--- src/rtl/imem_loader_pkg.sv ---
`default_nettype none
// ============================================================================
//  Module      : imem_loader_pkg
//  Description : Shared types and constants for the instruction-memory loader:
//                loader state encoding, bytes-per-word constant and the base
//                address alignment check.
//  Revision    : 1.0 - initial release
// ============================================================================
package imem_loader_pkg;

    // Loader states, explicitly 3 bits wide.
    typedef enum logic [2:0] {
        ST_IDLE  = 3'd0,
        ST_LOAD  = 3'd1,
        ST_WRITE = 3'd2,
        ST_DONE  = 3'd3,
        ST_ERROR = 3'd4
    } state_t;

    localparam int C_WORD_BYTES = 4;
    localparam int C_LANE_W     = $clog2(C_WORD_BYTES);

    // True when a byte address sits on a 32-bit word boundary.
    function automatic logic is_word_aligned(input logic [31:0] addr);
        return (addr & 32'h0000_0003) == 32'h0000_0000;
    endfunction

endpackage
`default_nettype wire

--- src/rtl/imem_loader_byte_packer.sv ---
`default_nettype none
// ============================================================================
//  Module      : byte_packer
//  Description : Collects a byte stream into 32-bit little-endian words. The
//                first byte lands in bits [7:0]. A word completes on the
//                fourth byte or on a byte flagged last; lanes never filled
//                read as zero. Reusable for any memory loader.
//  Revision    : 1.0 - initial release
// ============================================================================
module byte_packer
    import imem_loader_pkg::*;
(
    input  logic        clk,
    input  logic        reset,
    input  logic        i_clear,
    input  logic        i_accept,
    input  logic [7:0]  i_data,
    input  logic        i_last,
    output logic [31:0] o_word,
    output logic        o_word_done
);

    logic [C_LANE_W-1:0] r_lane;
    logic [31:0]         r_word;
    logic [31:0]         w_word_next;

    // Merge the incoming byte into its lane of the partially built word.
    always_comb begin
        w_word_next = r_word;
        w_word_next[{r_lane, 3'b000} +: 8] = i_data;
    end

    assign o_word      = w_word_next;
    assign o_word_done = i_accept &&
                         ((r_lane == C_LANE_W'(C_WORD_BYTES - 1)) || i_last);

    // Advance the lane per accepted byte; restart empty once a word completes
    // so the next word's unfilled lanes stay zero.
    always_ff @(posedge clk or posedge reset) begin
        if (reset) begin
            r_lane <= '0;
            r_word <= '0;
        end else if (i_clear) begin
            r_lane <= '0;
            r_word <= '0;
        end else if (i_accept) begin
            if (o_word_done) begin
                r_lane <= '0;
                r_word <= '0;
            end else begin
                r_lane <= r_lane + C_LANE_W'(1);
                r_word <= w_word_next;
            end
        end
    end

endmodule
`default_nettype wire

--- src/rtl/imem_loader.sv ---
`default_nettype none
// ============================================================================
//  Module      : imem_loader
//  Description : Loads a boot image from a byte stream into instruction
//                memory, one 32-bit word write per four bytes (or fewer on
//                the final byte), and holds the CPU in reset until done.
//                Optional macro LOADER_CHECKSUM_EN enables a running 32-bit
//                sum of written words on the checksum port.
//  Revision    : 1.0 - initial release
// ============================================================================
module imem_loader
    import imem_loader_pkg::*;
#(
    parameter int          MEM_WORDS = 1024,
    parameter logic [31:0] BASE_ADDR = 32'h0
)(
    input  logic        clk,
    input  logic        reset,
    input  logic        start,
    input  logic        byte_valid,
    input  logic [7:0]  byte_data,
    input  logic        byte_last,
    output logic        byte_ready,
    output logic        mem_we,
    output logic [31:0] mem_addr,
    output logic [31:0] mem_wdata,
    output logic        cpu_hold,
    output logic        load_done,
    output logic        load_err,
    output logic [31:0] word_count,
    output logic [31:0] checksum
);

    localparam logic [31:0] C_MEM_WORDS = 32'(MEM_WORDS);
    localparam logic [31:0] C_BASE_ADDR = {BASE_ADDR[31:2], 2'b00};

    if (!is_word_aligned(BASE_ADDR)) begin : g_base_addr_check
        $error("imem_loader: BASE_ADDR must be 4-aligned");
    end

    state_t      r_state;
    logic        r_last;
    logic        w_accept;
    logic        w_overflow;
    logic        w_pack_accept;
    logic        w_start_ok;
    logic        w_word_done;
    logic [31:0] w_word;

    assign w_accept      = byte_valid && byte_ready;
    // A byte arriving once memory is full is swallowed and flags overflow.
    assign w_overflow    = w_accept && (word_count == C_MEM_WORDS);
    assign w_pack_accept = w_accept && !w_overflow;
    assign w_start_ok    = start && ((r_state == ST_IDLE) ||
                                     (r_state == ST_DONE) ||
                                     (r_state == ST_ERROR));

    byte_packer u_packer (
        .clk         (clk),
        .reset       (reset),
        .i_clear     (w_start_ok),
        .i_accept    (w_pack_accept),
        .i_data      (byte_data),
        .i_last      (byte_last),
        .o_word      (w_word),
        .o_word_done (w_word_done)
    );

    // Loader control: sequences LOAD/WRITE per word and drives every
    // handshake and status output from registers.
    always_ff @(posedge clk or posedge reset) begin
        if (reset) begin
            r_state    <= ST_IDLE;
            r_last     <= 1'b0;
            byte_ready <= 1'b0;
            mem_we     <= 1'b0;
            mem_addr   <= C_BASE_ADDR;
            mem_wdata  <= 32'h0;
            cpu_hold   <= 1'b1;
            load_done  <= 1'b0;
            load_err   <= 1'b0;
            word_count <= 32'h0;
        end else begin
            case (r_state)
                ST_IDLE, ST_DONE, ST_ERROR: begin
                    if (start) begin
                        r_state    <= ST_LOAD;
                        byte_ready <= 1'b1;
                        word_count <= 32'h0;
                        load_done  <= 1'b0;
                        load_err   <= 1'b0;
                        cpu_hold   <= 1'b1;
                    end
                end
                ST_LOAD: begin
                    if (w_overflow) begin
                        r_state    <= ST_ERROR;
                        byte_ready <= 1'b0;
                        load_err   <= 1'b1;
                    end else if (w_word_done) begin
                        r_state    <= ST_WRITE;
                        byte_ready <= 1'b0;
                        mem_we     <= 1'b1;
                        mem_addr   <= C_BASE_ADDR + (word_count << 2);
                        mem_wdata  <= w_word;
                        r_last     <= byte_last;
                    end
                end
                ST_WRITE: begin
                    mem_we     <= 1'b0;
                    word_count <= word_count + 32'd1;
                    if (r_last) begin
                        r_state   <= ST_DONE;
                        cpu_hold  <= 1'b0;
                        load_done <= 1'b1;
                    end else begin
                        r_state    <= ST_LOAD;
                        byte_ready <= 1'b1;
                    end
                end
                default: begin
                    r_state    <= ST_IDLE;
                    byte_ready <= 1'b0;
                    mem_we     <= 1'b0;
                end
            endcase
        end
    end

`ifdef LOADER_CHECKSUM_EN
    logic [31:0] r_checksum;

    // Running wrapping sum of every word written; restarts with each load.
    always_ff @(posedge clk or posedge reset) begin
        if (reset) begin
            r_checksum <= 32'h0;
        end else if (w_start_ok) begin
            r_checksum <= 32'h0;
        end else if (r_state == ST_WRITE) begin
            r_checksum <= r_checksum + mem_wdata;
        end
    end

    assign checksum = r_checksum;
`else
    assign checksum = 32'h0;
`endif

endmodule
`default_nettype wire

--- config.mk ---
export PLATFORM = sky130hd
export DESIGN_NAME = imem_loader
export DESIGN_NICKNAME = d
export VERILOG_FILES = /design/src/rtl/imem_loader_pkg.sv /design/src/rtl/imem_loader_byte_packer.sv /design/src/rtl/imem_loader.sv
export SDC_FILE = /design/constraint.sdc
export NUM_CORES = 1
export LEC_CHECK = 0
export ABC_AREA = 1
export CORE_MARGIN = 4
export CORE_UTILIZATION = 25
export DETAILED_ROUTE_END_ITERATION = 10
export DONT_BUFFER_PORTS = 1
export GPL_ROUTABILITY_DRIVEN = 0
export PLACE_DENSITY_LB_ADDON = 0.08
export SYNTH_ARGS = -nofsm -noshare
export SYNTH_HDL_FRONTEND = slang
export SYNTH_SLANG_ARGS = --single-unit
--- constraint.sdc ---
create_clock -name clk -period 8.7 [get_ports clk]
set_clock_uncertainty 0.2 [all_clocks]
set_input_delay 0.87 -clock clk [delete_from_list [all_inputs] [get_ports clk]]
set_output_delay 0.87 -clock clk [all_outputs]
set_load 0.05 [all_outputs]
# After elaboration in Yosys (flattened, before gate mapping)
# Index checks and enable logic that the tools add are counted.
[word_totals]
reg_bits = 137
output_inout_bits = 133
wordCells = 82
[classes]
add_sub_neg = 3
n_eq_ne = 13
shift = 2
muxes = 29
bitwise_logic = 2
reduce_logical = 21
[ops]
columns = ["cell", "n"]
rows = [
  ["$mux 32", 4],
  ["$pmux 32 s2", 1],
  ["$add 32x1->32 const B", 1],
  ["$bwmux 32", 1],
  ["$eq 32x11->1 const B", 1],
  ["$shift 8x7->32 const A", 1],
  ["$shiftx 8x7->32", 1],
  ["$reduce_and 3->1", 5],
  ["$mux 1", 10],
  ["$ne 2x2->1 const B", 5],
  ["$mux 3", 3],
  ["$pmux 3 s3", 1],
  ["$mux 2", 4],
  ["$pmux 1 s2", 4],
  ["$neg 5->7", 1],
  ["$eq 3x2->1 const B", 2],
  ["$reduce_bool 2->1", 3],
  ["$logic_and 1x1->1", 5],
  ["$reduce_and 2->1", 2],
  ["$eq 3x1->1 const B", 1],
  ["$eq 3x3->1 const B", 1],
  ["$logic_not 3->1", 1],
  ["$logic_or 1x1->1", 3],
  ["$ne 3x2->1 const B", 1],
  ["7 further kinds", 8],
]

# Logic depth before layout (Yosys ltp)
[logic_depth]
depth_word = 8
depth_mapped = 13
depth_no_buf = 13

# Modules after synthesis
# A second synthesis with hierarchy kept.
[hier_totals]
cells_unflattened = 932
area_unflattened_um2 = 7191.9
[by_module_without_submodules]
columns = ["module", "instances", "cells_each", "area_each_um2"]
rows = [
  ["imem_loader", 1, 649, 5170.0],
  ["byte_packer", 1, 283, 2021.9],
]

# Worst setup path before layout
# Ideal clock, no wire load.
[synth_path]
kind = "register -> register"
from = "register word_count[0]"
to = "register mem_addr[2]"
setup_time_ns = 0.130
t_arrival_ns = 1.876
required_time_ns = 8.370
setup_slack_ns = 6.494
stages_incl_launch_ff = 13
path_buffers = 2
synth_period_minus_slack_ns = 2.206
path_cell_list = "dfrtp_1 inv_1 ha_1 nand2_1 nor2_1 nand2_1 nor2_1 nand2_2 nand4_4 buf_4 buf_4 nand2_1 o21ai_1"
[synth_between]
elab_chain_cells = 6
word_cells_on_any_way = 7
[synth_rtl]
columns = ["item", "line", "text"]
rows = [
  ["from (decl)", "imem_loader.sv:30", "output logic [31:0] word_count,"],
  ["from (signal assigned)", "imem_loader.sv:111", "word_count <= word_count + 32'd1;"],
  ["$eq 32x11->1", "imem_loader.sv:52", "assign w_overflow = w_accept && (word_count == C_MEM_WORDS);"],
  ["$logic_and 1x1->1", "imem_loader.sv:52", ""],
  ["$logic_not 1->1", "imem_loader.sv:53", "assign w_pack_accept = w_accept && !w_overflow;"],
  ["$logic_and 1x1->1", "imem_loader.sv:53", ""],
  ["$logic_and 1x1->1", "imem_loader_byte_packer.sv:34", "assign o_word_done = i_accept &&"],
  ["$reduce_and 3->1 (no line)", "--", ""],
  ["to (signal assigned)", "imem_loader.sv:104", "mem_addr <= C_BASE_ADDR + (word_count << 2);"],
  ["to (decl)", "imem_loader.sv:25", "output logic [31:0] mem_addr,"],
]
# Several ways; a longest one is shown, not always the timed one.
# A chain may end at the register's enable or synchronous reset.

# Final worst setup path
[layout_path]
from = "register word_count[0]"
to = "register mem_wdata[3]"
[layout_between]
elab_chain_cells = 6
word_cells_on_any_way = 7
[layout_rtl]
columns = ["item", "line", "text"]
rows = [
  ["$eq 32x11->1 *", "imem_loader.sv:52", ""],
  ["$logic_and 1x1->1 *", "imem_loader.sv:52", ""],
  ["$logic_not 1->1", "imem_loader.sv:53", ""],
  ["$logic_and 1x1->1", "imem_loader.sv:53", ""],
  ["$logic_and 1x1->1", "imem_loader_byte_packer.sv:34", ""],
  ["$reduce_and 3->1 (no line) *", "--", ""],
  ["to (signal assigned)", "imem_loader.sv:105", "mem_wdata <= w_word;"],
  ["to (decl)", "imem_loader.sv:26", "output logic [31:0] mem_wdata,"],
]
# Every way passes the cells marked *; elsewhere a longest branch is shown, timed or not.

==> summary.txt <==
Power
  • Pleak: around 3.4 nW
  • Maximum resistive drop on vdd: ~0.11 mV
  • Relative contribution of combinational cells to total power: 0.247
  • Sequential Power Share: 0.455
  • Share of total power in the clock network: 0.298
  • Power density normalized to cell area: around 350 nW/um^2
  • Switching part of the total: 0.459
  • Internal portion of total power: 1.46 mW
  • Switching power summed over all nets: about 1.2 mW

Clocking
  • Skew-Pair Late Insertion Delay: 0.43 ns
  • Count of H-tree levels built during CTS: 4
  • Sink Count: roughly 140
  • Clk Tree Root Cell: sky130_fd_sc_hd__clkbuf_16
  • Post-cts gate resize count: 0
  • Clock edge transition at the registers on the reported setup and hold paths: approximately 0.070 ns
  • Setup bufs post-CTS: 0
  • Hold buffers post-CTS: 0
  • Clock tree from TritonCTS: built
  • Buffer levels on the longest clock path: 2
  • Number of clock buffers inserted by TritonCTS: 17

Cells and area
  • Layout cells sized above 1: 0.0790
  • Antenna cell count: 0
  • Post-Layout Cell Count: approximately 1,200
  • Most used cells in the layout excluding fill and tap cells: sky130_fd_sc_hd__nand2_1 (162), sky130_fd_sc_hd__dfrtp_1 (136), sky130_fd_sc_hd__inv_1 (127)
  • Area growth from synthesis to layout: 11.6%
  • Final standard cell area without fillers: between 7000 and 8000 um^2
  • Total Nets Final: between 800 and 900
  • Commonest non-fill, non-tap cell in the layout: sky130_fd_sc_hd__nand2_1

Logic synthesis
  • Yosys synthesis warning count: 0
  • Combinational family with the most area after synthesis: simple AND/OR/NAND/NOR gates
  • Cell accounting for the most synthesized area: sky130_fd_sc_hd__dfrtp_1
  • Synth Area in Compound Gates: 0.133
  • Sequential element share of the synthesized area: 0.490
  • Avg Inst Size Synth: about 8.0 um^2
  • Xor/xnor share of the synthesized area: 0.00125
  • Post-synthesis register bit count: around 140
  • Mapped Cells: ~870
  • Multiplexer fraction of the synthesized cell area: 0.00143
  • Most area-consuming cells after synthesis: sky130_fd_sc_hd__dfrtp_1 (49%), sky130_fd_sc_hd__nand2_1 (8.7%), sky130_fd_sc_hd__inv_1 (6.9%)
  • Simple-gate area share of the yosys netlist: 0.221
  • Netlist area before placement: 7000 um^2
  • Adder-cell share of the synthesized area: 0.0125
  • Distinct cell type count after synthesis: 42
  • Share of the synthesized area in the top cell type: 0.486

Job
  • Maximum capacitance violations: 0

Global routing
  • Via count of the first global-routing pass: 5,463
  • Total track usage: 0.138
  • Maximum number of pins on one net before global-route repair: 84
  • First-pass GRT wire length: 32.9 mm
  • Remaining Overflow, GRT: 0
  • Met3 usage: 0.0474
  • Met1 capacity usage during global routing: 0.170
  • Met2 track demand over resource: 0.229
  • Highest-utilization routing layer at the global route stage: met2
  • Antenna violations before repair: 0

Setup path
  • Maximum fanout encountered on the critical timing path: slightly above 70
  • CP startpoint kind: flip-flop
  • Arrival time of the worst setup path: 3.32 ns
  • Critical path type: flip-flop to flip-flop
  • Required time of the critical path: ~8.8 ns
  • CP endpoint kind: flip-flop

Route
  • Total number of vias: ~5,400
  • WL/cell: between 15 and 20 um
  • Detailed Routing Iterations Pass 1: 5
  • Detailed router's first-iteration violation count: between 300 and 400
  • Post-detailed-route DRC marker count: 0
  • Final routed wirelength across all metal layers: around 21 mm
  • Residual antenna-violating net count after detailed routing: 0
  • Ratio of routed vias to standard cells: 4.31

Run status
  • Status: finished, final reports clean

Floorplan
  • Height of the chip: between 150 and 200 um
  • Initial core utilization: 0.257
  • Die boundary width: approximately 180 um
  • Row Count: 60
  • Std-Cell Core Area: about 27,000 um^2
  • Overall die area: ~30,000 um^2
  • Boundary Pins: between 100 and 150

Timing
  • Max Transition Viols Final: 0
  • Setup slack after layout: 5.46 ns
  • Upper clock frequency limit: 308 MHz
  • Actual slew at the worst max-slew pin: approximately 1.1 ns
  • Final hold violations: 0
  • Minimum clock period: about 3.2 ns
  • RSZ-0062 raised after global routing: no
  • Max transition margin: 0.267
  • Final Cycle Share: 0.373
  • Sum of negative setup slack: 0 ns
  • # setup viols final: 0

Worst hold path
  • Hold Crit Class: primary input to async pin

Place
  • Port-buffer cells: 0
  • Cell area after placement: 7170 um^2
  • Placed Instances: about 1,200
  • Pre-CTS setup slack: 5.33 ns
  • Post-detail-place hpwl: 14.8 mm
## Yosys cell counts (all sizes together)
library cell and number:
a211oi 1, a21oi 12, a31oi 8, and2 1
buf 57, clkbuf 10, clkinv 1, conb 1
dfrtp 136, dfstp 1, ha 7, inv 141
mux2i 1, nand2 165, nand3 52, nand3b 8
nand4 13, nor2 84, nor3 17, nor3b 1
o21a 2, o21ai 122, o22ai 26, o31ai 1
o32ai 1, or2 2, xor2 1
## per-layer routing
layer  up-vias  wire length, um  part of all wire
li1       2711                -                 -
met4         0              277             0.013
met1      2516             8970              0.43
met3        15             1470             0.070
met5         -                0                 0
met2       124            10200              0.49
## registers in the layout, indices dropped and copies added, names as in the netlist
signal,flops
word_count,32
cpu_hold,1
mem_addr,30
byte_ready,1
u_packer.r_word,32
u_packer.r_lane,2
r_state,3
load_done,1
r_last,1
mem_wdata,32
mem_we,1
load_err,1
## worst max-delay path, cell delays in order, from the launching register on
cell	delay, ns
sky130_fd_sc_hd__dfrtp_1	0.73
sky130_fd_sc_hd__inv_1	0.17
sky130_fd_sc_hd__ha_1	0.25
sky130_fd_sc_hd__nand2_1	0.07
sky130_fd_sc_hd__nor2_1	0.04
sky130_fd_sc_hd__nand2_1	0.05
sky130_fd_sc_hd__nor2_1	0.05
sky130_fd_sc_hd__nand2_2	0.08
sky130_fd_sc_hd__nand4_4	0.59
sky130_fd_sc_hd__buf_4	0.59
sky130_fd_sc_hd__nand2_1	0.12
sky130_fd_sc_hd__o21ai_0	0.08
## stage by stage
step | util | power (mW) | hold WS [ns]
final | 0.287 | 2.70 | 0.252
after global routing | 0.287 | 2.88 | 0.320
after CTS | 0.287 | 2.76 | 0.303
after detailed placement | 0.263 | 1.93 | 0.287
after global placement | 0.263 | 1.93 | 0.276
after floorplan | - | 1.76 | 0.253
## cell families (layout without fill, tap and decap cells)
| kind of cell | after synthesis | in the layout |
|---|---|---|
| multiplexers | 1 | 1 |
| buffers and inverters | 209 | 177 |
| XOR/XNOR | 1 | 1 |
| AND/OR/NAND/NOR | 343 | 343 |
| AO/OA/AOI/OAI | 173 | 173 |
| flip-flops | 137 | 137 |
| other | 1 | 34 |
| adder cells (fa/ha/maj) | 7 | 7 |
## final timing paths
kind                                    start        endpoint  slack (ns)  cells past startpoint
worst max-delay path            word_count[0]    mem_wdata[3]        5.46                     11
worst min-delay path                    reset   mem_wdata[19]        0.25                      1
worst max register to register  word_count[0]    mem_wdata[3]        5.46                     11
worst min register to register         r_last          r_last        0.30                      2
max in group asynchronous               reset  word_count[14]        6.79                      2
min in group clk                       r_last          r_last        0.30                      2
## final cells by class
cell class / instances / area (um^2)
clock buffers: 17 / 425
flip-flops and latches: 137 / 3430
repair buffers: 3 / 22.5
multi-input cells: 559 / 2720
fillers: 2979 / 19400
well taps: 372 / 465
inverters: 142 / 538
clock inverters: 15 / 213
## power groups by stage
stage / Clock [mW] / Combinational (mW) / Sequential [mW]
after detailed placement: 0 / 0.682 / 1.25
after CTS: 0.831 / 0.686 / 1.24
after global routing: 0.857 / 0.769 / 1.25
final: 0.806 / 0.669 / 1.23
after global placement: 0 / 0.680 / 1.25
after floorplan: 0 / 0.560 / 1.20
Power figures use the tool's default switching activity.
